$ cat config.mk
export PLATFORM = sky130hd
export DESIGN_NAME = alu_cmd_ctrl
export DESIGN_NICKNAME = d
export VERILOG_FILES = /design/src/rtl/alu_ctrl_pkg.sv /design/src/rtl/result_serializer.sv /design/src/rtl/alu_cmd_ctrl.sv
export SDC_FILE = /design/constraint.sdc
export NUM_CORES = 1
export LEC_CHECK = 0
export CAP_MARGIN = 5
export CORE_ASPECT_RATIO = 1.2
export CORE_MARGIN = 8
export CORE_UTILIZATION = 44
export CTS_CLUSTER_SIZE = 24
export DETAILED_ROUTE_END_ITERATION = 16
export PLACE_DENSITY = 0.87
export SYNTH_ARGS = -nofsm -noshare
export SYNTH_HDL_FRONTEND = slang
export SYNTH_SLANG_ARGS = --single-unit
$ cat constraint.sdc
create_clock -name CLK -period 4.2 [get_ports CLK]
set_input_delay 0.84 -clock CLK [delete_from_list [all_inputs] [get_ports CLK]]
set_output_delay 0.84 -clock CLK [all_outputs]
set_load 0.005 [all_outputs]
$ cat src/rtl/alu_ctrl_pkg.sv
`default_nettype none
// +----------------------------------------------------------------------+
// | Module   : alu_ctrl_pkg                                              |
// | Brief    : Shared types and constants for the ALU command front-end  |
// |            and the ALU it drives.                                    |
// | Revision : 1.0 - initial release                                     |
// +----------------------------------------------------------------------+
package alu_ctrl_pkg;

    // Controller states, explicitly encoded so the 3-bit register is fixed.
    typedef enum logic [2:0] {
        ST_IDLE     = 3'd0,
        ST_GET_A    = 3'd1,
        ST_GET_B    = 3'd2,
        ST_GET_FUN  = 3'd3,
        ST_ALU_RUN  = 3'd4,
        ST_ALU_WAIT = 3'd5,
        ST_TX_LO    = 3'd6,
        ST_TX_HI    = 3'd7
    } ctrl_state_e;

    // Frame opcodes.
    localparam logic [7:0] CMD_OP_AB    = 8'hCC;
    localparam logic [7:0] CMD_OP_REUSE = 8'hDD;

    // Function code the ALU does not implement.
    localparam logic [3:0] FUN_INVALID  = 4'hF;

    // ALU function codes, shared with the ALU itself.
    localparam logic [3:0] ALU_ADD      = 4'h0;
    localparam logic [3:0] ALU_SUB      = 4'h1;
    localparam logic [3:0] ALU_MUL      = 4'h2;
    localparam logic [3:0] ALU_DIV      = 4'h3;
    localparam logic [3:0] ALU_AND      = 4'h4;
    localparam logic [3:0] ALU_OR       = 4'h5;
    localparam logic [3:0] ALU_NAND     = 4'h6;
    localparam logic [3:0] ALU_NOR      = 4'h7;
    localparam logic [3:0] ALU_XOR      = 4'h8;
    localparam logic [3:0] ALU_XNOR     = 4'h9;
    localparam logic [3:0] ALU_CMP_EQ   = 4'hA;
    localparam logic [3:0] ALU_CMP_GT   = 4'hB;
    localparam logic [3:0] ALU_CMP_LT   = 4'hC;
    localparam logic [3:0] ALU_SHIFT_R  = 4'hD;
    localparam logic [3:0] ALU_SHIFT_L  = 4'hE;

endpackage : alu_ctrl_pkg
`default_nettype wire

$ cat src/rtl/result_serializer.sv
`default_nettype none
// +----------------------------------------------------------------------+
// | Module   : result_serializer                                         |
// | Brief    : Holds a 16-bit result and emits it as two bytes, low byte |
// |            first, on a valid/ready interface.                        |
// | Revision : 1.0 - initial release                                     |
// +----------------------------------------------------------------------+
module result_serializer (
    input  logic        clk,
    input  logic        rst,
    input  logic        i_load,
    input  logic [15:0] i_result,
    input  logic        i_tx_ready,
    output logic [7:0]  o_tx_data,
    output logic        o_tx_valid
);

    logic [15:0] r_result;
    logic        r_valid;
    logic        r_hi;

    // Capture a result on load, then advance low -> high -> empty on each handshake.
    always_ff @(posedge clk) begin
        if (rst) begin
            r_result <= 16'h0000;
            r_valid  <= 1'b0;
            r_hi     <= 1'b0;
        end else if (i_load) begin
            r_result <= i_result;
            r_valid  <= 1'b1;
            r_hi     <= 1'b0;
        end else if (r_valid && i_tx_ready) begin
            if (r_hi) begin
                r_valid <= 1'b0;
                r_hi    <= 1'b0;
            end else begin
                r_hi    <= 1'b1;
            end
        end
    end

    // Outputs come straight from registers, so they hold while ready is low.
    assign o_tx_data  = r_hi ? r_result[15:8] : r_result[7:0];
    assign o_tx_valid = r_valid;

endmodule : result_serializer
`default_nettype wire

$ cat src/rtl/alu_cmd_ctrl.sv
`default_nettype none
// +----------------------------------------------------------------------+
// | Module   : alu_cmd_ctrl                                              |
// | Brief    : Parses byte command frames, drives the ALU, and returns   |
// |            the 16-bit result as two bytes on a valid/ready port.     |
// | Revision : 1.0 - initial release                                     |
// +----------------------------------------------------------------------+
module alu_cmd_ctrl
    import alu_ctrl_pkg::*;
#(
    parameter int DATA_WIDTH = 8,
    parameter int TIMEOUT    = 4
) (
    input  logic                    CLK,
    input  logic                    RST,
    input  logic [7:0]              rx_data,
    input  logic                    rx_valid,
    output logic [DATA_WIDTH-1:0]   alu_a,
    output logic [DATA_WIDTH-1:0]   alu_b,
    output logic [3:0]              alu_fun,
    output logic                    alu_en,
    input  logic [2*DATA_WIDTH-1:0] alu_out,
    input  logic                    alu_out_valid,
    output logic [7:0]              tx_data,
    output logic                    tx_valid,
    input  logic                    tx_ready,
    output logic                    cmd_error
);

    localparam logic [2:0] c_timeout = 3'(TIMEOUT);

    ctrl_state_e           r_state;
    ctrl_state_e           w_state_next;
    logic [DATA_WIDTH-1:0] r_alu_a;
    logic [DATA_WIDTH-1:0] r_alu_b;
    logic [3:0]            r_alu_fun;
    logic [2:0]            r_cnt;
    logic [2:0]            w_cnt_inc;
    logic                  r_cmd_error;
    logic                  w_err;
    logic                  w_load_a;
    logic                  w_load_b;
    logic                  w_load_fun;
    logic                  w_capture;
    logic                  w_tx_hs;

    assign w_cnt_inc = (r_cnt == 3'd7) ? r_cnt : r_cnt + 3'd1;
    assign w_tx_hs   = tx_valid && tx_ready;

    // State register.
    always_ff @(posedge CLK) begin
        if (RST) r_state <= ST_IDLE;
        else     r_state <= w_state_next;
    end

    // Next-state logic and per-cycle strobes; bytes arriving while busy are flagged but never alter the flow.
    always_comb begin
        w_state_next = r_state;
        w_err        = 1'b0;
        w_load_a     = 1'b0;
        w_load_b     = 1'b0;
        w_load_fun   = 1'b0;
        w_capture    = 1'b0;
        case (r_state)
            ST_IDLE: begin
                if (rx_valid) begin
                    if (rx_data == CMD_OP_AB)         w_state_next = ST_GET_A;
                    else if (rx_data == CMD_OP_REUSE) w_state_next = ST_GET_FUN;
                    else                              w_err        = 1'b1;
                end
            end
            ST_GET_A: begin
                if (rx_valid) begin
                    w_load_a     = 1'b1;
                    w_state_next = ST_GET_B;
                end
            end
            ST_GET_B: begin
                if (rx_valid) begin
                    w_load_b     = 1'b1;
                    w_state_next = ST_GET_FUN;
                end
            end
            ST_GET_FUN: begin
                if (rx_valid) begin
                    if (rx_data[3:0] == FUN_INVALID) begin
                        w_err        = 1'b1;
                        w_state_next = ST_IDLE;
                    end else begin
                        w_load_fun   = 1'b1;
                        w_state_next = ST_ALU_RUN;
                    end
                end
            end
            ST_ALU_RUN: begin
                w_err        = rx_valid;
                w_state_next = ST_ALU_WAIT;
            end
            ST_ALU_WAIT: begin
                w_err = rx_valid;
                if (alu_out_valid) begin
                    w_capture    = 1'b1;
                    w_state_next = ST_TX_LO;
                end else if (w_cnt_inc == c_timeout) begin
                    w_err        = 1'b1;
                    w_state_next = ST_IDLE;
                end
            end
            ST_TX_LO: begin
                w_err = rx_valid;
                if (w_tx_hs) w_state_next = ST_TX_HI;
            end
            ST_TX_HI: begin
                w_err = rx_valid;
                if (w_tx_hs) w_state_next = ST_IDLE;
            end
            default: w_state_next = ST_IDLE;
        endcase
    end

    // Operand and function registers; they keep their values across frames.
    always_ff @(posedge CLK) begin
        if (RST) begin
            r_alu_a   <= '0;
            r_alu_b   <= '0;
            r_alu_fun <= 4'h0;
        end else begin
            if (w_load_a)   r_alu_a   <= rx_data[DATA_WIDTH-1:0];
            if (w_load_b)   r_alu_b   <= rx_data[DATA_WIDTH-1:0];
            if (w_load_fun) r_alu_fun <= rx_data[3:0];
        end
    end

    // Wait counter: zeroed while the ALU is enabled, counts up and saturates while waiting.
    always_ff @(posedge CLK) begin
        if (RST)                           r_cnt <= 3'd0;
        else if (r_state == ST_ALU_RUN)    r_cnt <= 3'd0;
        else if (r_state == ST_ALU_WAIT)   r_cnt <= w_cnt_inc;
    end

    // Error pulse lands one cycle after the offending byte or timeout.
    always_ff @(posedge CLK) begin
        if (RST) r_cmd_error <= 1'b0;
        else     r_cmd_error <= w_err;
    end

    result_serializer u_result_serializer (
        .clk        (CLK),
        .rst        (RST),
        .i_load     (w_capture),
        .i_result   (alu_out),
        .i_tx_ready (tx_ready),
        .o_tx_data  (tx_data),
        .o_tx_valid (tx_valid)
    );

    assign alu_a     = r_alu_a;
    assign alu_b     = r_alu_b;
    assign alu_fun   = r_alu_fun;
    assign alu_en    = (r_state == ST_ALU_RUN);
    assign cmd_error = r_cmd_error;

endmodule : alu_cmd_ctrl
`default_nettype wire

Yosys cells after proc, flatten, opt, wreduce, memory -nomap -nowiden
Cells that the tools add are included.
- eq/ne operators: 20
- muxes and demuxes: 34
- add/sub/neg operators: 1
- reduce and logical (&&, ||, !) cells: 9
- operator list (operator ; number):
    3-bit two-way mux ; 12
    3-bit case mux with 8 select lines ; 1
    1-bit two-way mux ; 19
    3-bit equality test, second input constant ; 6
    8-bit equality test, second input constant ; 2
    2-bit inequality test, second input constant ; 6
    8-bit two-way mux ; 1
    8-bit AND reduction ; 1
    3-bit by 2-bit equality test with 1-bit output, second input constant ; 2
    3-bit inequality test, second input constant ; 2
    4-bit equality test, second input constant ; 1
    1-bit case mux with 4 select lines ; 1
    2-bit nonzero test ; 2
    2-bit OR reduction ; 2
    3-bit by 1-bit adder with 3-bit output, second input constant ; 1
    3-bit by 1-bit equality test with 1-bit output, second input constant ; 1
    3-bit zero test ; 1
    3-bit OR reduction ; 1
    2-bit AND reduction ; 1
    1-bit logical AND ; 1
- output and inout port bits: 31
- word-level logic and storage cells: 73
- register bits after elaboration: 45
- input port bits: 29

Logic depth before layout (Yosys ltp)
- word-level depth: 6
- gate-level depth with buffers: 6
- mapped depth without buffers: 5

Hierarchy
Synthesis repeated with hierarchy kept, for this count alone.
- cells, all modules: 218
- area total of the unflattened synthesis: 2000.7 um2
- modules (own cells, without submodules) (module ; cells an instance ; instances ; area an instance (um2) ; sequential area each (um2)):
    alu_cmd_ctrl ; 150 ; 1 ; 1229.9 ; 540.5
    result_serializer ; 68 ; 1 ; 770.7 ; 360.3

Worst setup path after synthesis
OpenSTA, ideal clock, no wires.
- path kind: input-to-reg
- start point: input port rx_data[5]
- end point: register r_state[0]
- arrival: 1.851 ns
- setup slack: 2.226 ns
- buffers on the path: 0
- stages: 4
- cell sequence: and4bb_1 a41oi_2 a211oi_2 mux2_1
- word-level cells in the longest chain between the ends: 4
- RTL lines (element ; line ; source):
    start, declared ; alu_cmd_ctrl.sv:16 ; input logic [7:0] rx_data,
    8-bit equality test ; alu_cmd_ctrl.sv:67 ; if (rx_data == CMD_OP_AB) w_state_next = ST_GET_A;
    3-bit two-way mux ; alu_cmd_ctrl.sv:67 ;
    3-bit two-way mux ; alu_cmd_ctrl.sv:66 ; if (rx_valid) begin
    3-bit case mux with 8 select lines ; alu_cmd_ctrl.sv:64 ; case (r_state)
    end signal, assigned ; alu_cmd_ctrl.sv:53 ; else r_state <= w_state_next;
    end, declared ; alu_cmd_ctrl.sv:32 ; ctrl_state_e r_state;
Parallel ways exist; a longest one is shown, timed or not. The select of a mux whose other input is x is not followed.
A chain may end at the register's enable or synchronous reset.

Worst setup path after layout
- start point: register r_state[2]
- end point: output port alu_en
- word-level cells in the longest chain between the ends: 1
- RTL lines (element ; line ; source):
    3-bit equality test ; alu_cmd_ctrl.sv:160 ; assign alu_en = (r_state == ST_ALU_RUN);
    end, declared ; alu_cmd_ctrl.sv:21 ; output logic alu_en,
No other way between the ends.

==> results.md <==
* Buf/Inv on CP at 1
* Reg2reg setup slack at approximately 2.3 ns
* Die W at around 78 um
* Syn Nets at roughly 260
* DRC Markers at 0
* # rows at 27
* Library cells used by synthesis at 40
* Min-delay src: u_result_serializer.r_result[15]$_SDFFE_PP0P_
* Most frequent cells in the layout: 60 x nand2_1, 59 x clkdlybuf4s50_1, 45 x dfxtp_1
* PnR Total Power at about 1.0 mW
* Via/cell ratio at ~5.2
* Peak supply drop at between 0.2 and 0.25 mV
* Yosys warnings at 0
* Commonest non-fill, non-tap cell in the layout: nand2_1
* Synthesized area at 0.00200 mm2
* Crit path time final at between 2 and 3 ns
* Synth Flop Type: dfxtp_1
* Clock latency on the worst-skew pair at around 0.30 ns
* Clock root cell: clkbuf_8
* Status: finished clean
* Post-synth EDFFs at 0
* Final hold vios at 0
* First-pass GRT wire length at roughly 8100 um
* Dpl hpwl at about 3600 um
* CTS HTree Levels at 2
* Total GRT Usage at between 10% and 20%
* Diodes inserted at 0
* Slowest cell on crit path: dfxtp_1
* Via count at ~1800
* Clk sink count at between 40 and 50
* Core footprint at roughly 0.0045 mm2
* DIE AREA at 0.00697 mm2
* Max incr delay on CP at between 0.5 and 0.6 ns
* Routed length per placed instance at between 10 and 15 um
* Synthesis-to-layout area growth at 36.5%
* Worst r2r path cells at 4
* Min-Delay Endpoint: u_result_serializer.r_result[15]$_SDFFE_PP0P_
* Seq/Total Area, Yosys at between 40% and 50%
* Max-slew violations at 0
* Max Buffers Root-to-Sink at 2
* Reg2reg end: alu_fun[1]$_SDFFE_PP0P_
* CTS Buf Count at 5
* IO Port Bufs at 59
* CTS tree: yes
* PwrDens at 378 mW/mm2
* Total gr overflow at 0
* PostCTS Resize Cnt at 0
* Core Util, Final at between 60% and 70%
* Critical path class: reg -> out
* Final hold slack at around 0.45 ns
* Worst path required time at ~3.4 ns
* Synthesized flop and latch total at 45
* Worst Hold Depth at 2
* RSZ-0062 raised after global routing: no
* Critical-path cell list: or2b_4, nor2_1, clkdlybuf4s50_1
* Setup TNS at 0 ns
* Crit Reg-Reg Startpoint: r_state[0]$_SDFFE_PP0P_
* Final period utilization at around two thirds
* Layout Nets at 314
* Post-route ant nets at 0
* Layout cells sized above 1 at under 10%
* Max-cap violations at 0
* Fin Clk Skew at between 0.008 and 0.009 ns
* Final number of setup-violating endpoints at 0
* Worst slew pin tran at roughly 1 ns
* Post-synth ARST share at 0%
* Drt total wl at 4730 um
* Vias in the first global route at between 1500 and 2000
* Synthesized instance count at between 200 and 250
* Endpoint class of the critical path: primary output
* Max_slew headroom at 32.8%
* Iter 0 DRT Violations at 74
* CP Max Fanout at 12
* WP data arrival at roughly 1.9 ns
* Starting density of the core at 44.5%
* IO Pins at 60
* Global placement routability congestion at around 0.8
* Largest net degree at the start of global routing at 30
* Worst-path clk slew at roughly 0.080 ns
* Mapped Avg Cell Area at between 8 and 9 um2
* Initial antenna violation count at 0
* Startpoint Class: flop
* Largest delay contributor family on the critical path: flip-flops
* Drt pass-1 iters at 4
* CTS Hold Bufs at 0
* Lkg Pwr at between 0.9 and 1 nW
* # Post-CTS Setup Buffers at 0
* Max frequency at roughly 370 MHz
* Hold WC Path Type: reg -> reg
* Die Ht at about 90 um
-- Yosys cell counts, drive strengths merged, types with 2 or more instances --
library cell   n  area (um2)
nor3           4        42.5
a21oi         29         145
nand2         60         225
xnor2          3        26.3
buf            6        30.0
nor3b          2        20.0
and3           3        18.8
clkbuf         6        22.5
nand3          2        15.0
nor2          15        63.8
nand4          4        25.0
and4bb         4        50.0
mux2i         13         130
dfxtp         45         901
o21ai          3        15.0
nor2b          2        12.5
mux2           9         101
nand2b         3        18.8
-- through the flow --
step,instances,setup slack (ns),area [um2]
2_1_floorplan,229,2.23,2000
3_3_place_gp,335,1.66,2620
3_5_place_dp,335,1.65,2620
4_1_cts,343,1.45,2730
5_1_grt,343,1.39,2730
6_report,343,1.47,2730
-- flip-flops by register name (all words and copies together), names as in the netlist, 3 cells and up --
signal / cells
u_result_serializer.r_result: 16
alu_fun: 4
r_state: 3
alu_b: 8
r_cnt: 3
alu_a: 8
-- routing by layer --
metal  wire length [um]  global-route usage, %  vias up
met3                405                   6.18        6
li1                   -                      -      895
met2               2130                   21.5       68
met1               2120                   16.0      804
met4                 74                   5.84        0
met5                  0                      0        -
-- power by group --
group	internal [mW]	leakage, nW	switching, mW	total (mW)
logic	0.117	0.536	0.0884	0.206
clock network	0.178	0.0585	0.151	0.329
registers	0.452	0.363	0.0437	0.496
-- worst register-to-register path, cell delays in order (launching register included) --
cell,delay (ns)
dfxtp_1,0.70
nor2b_1,0.32
nand4_1,0.37
mux2i_1,0.29
nor2_1,0.06
-- cell families after synthesis --
group                      count (synthesis)  share of synthesized area, %
buffers and inverters                     13                          2.82
xor gates and xnor gates                   3                          1.31
DFF                                       45                          45.1
and+or+nand+nor                          106                          27.3
adders and majority gates                  1                         0.626
muxes                                     22                          11.6
AOI/OAI and AO/OA                         39                          11.3
-- area by class of cell --
cell class                      instances  area [um2]
Multi-Input combinational cell        171        1040
Inverter                                1        3.75
Tap cell                               58        72.6
Clock inverter                          3        43.8
Clock buffer                            5        68.8
Timing Repair Buffer                   60         598
Sequential cell                        45         901
Fill cell                             402        1760
-- worst max-delay path by stage --
| stage | startpoint | endpoint | slack [ns] | depth (start not counted) |
|---|---|---|---|---|
| final | r_state[2]$_SDFFE_PP0P_ | alu_en | 1.47 | 3 |
| after global routing | r_state[2]$_SDFFE_PP0P_ | alu_en | 1.39 | 3 |
| after CTS | r_state[2]$_SDFFE_PP0P_ | alu_en | 1.45 | 3 |
| after detailed placement | RST | u_result_serializer.o_tx_valid$_SDFFE_PP0P_ | 1.65 | 3 |
| after global placement | RST | u_result_serializer.o_tx_valid$_SDFFE_PP0P_ | 1.66 | 3 |
| after floorplan | rx_data[5] | r_state[0]$_SDFFE_PP0P_ | 2.23 | 4 |
(Power assumes the default switching activity.)
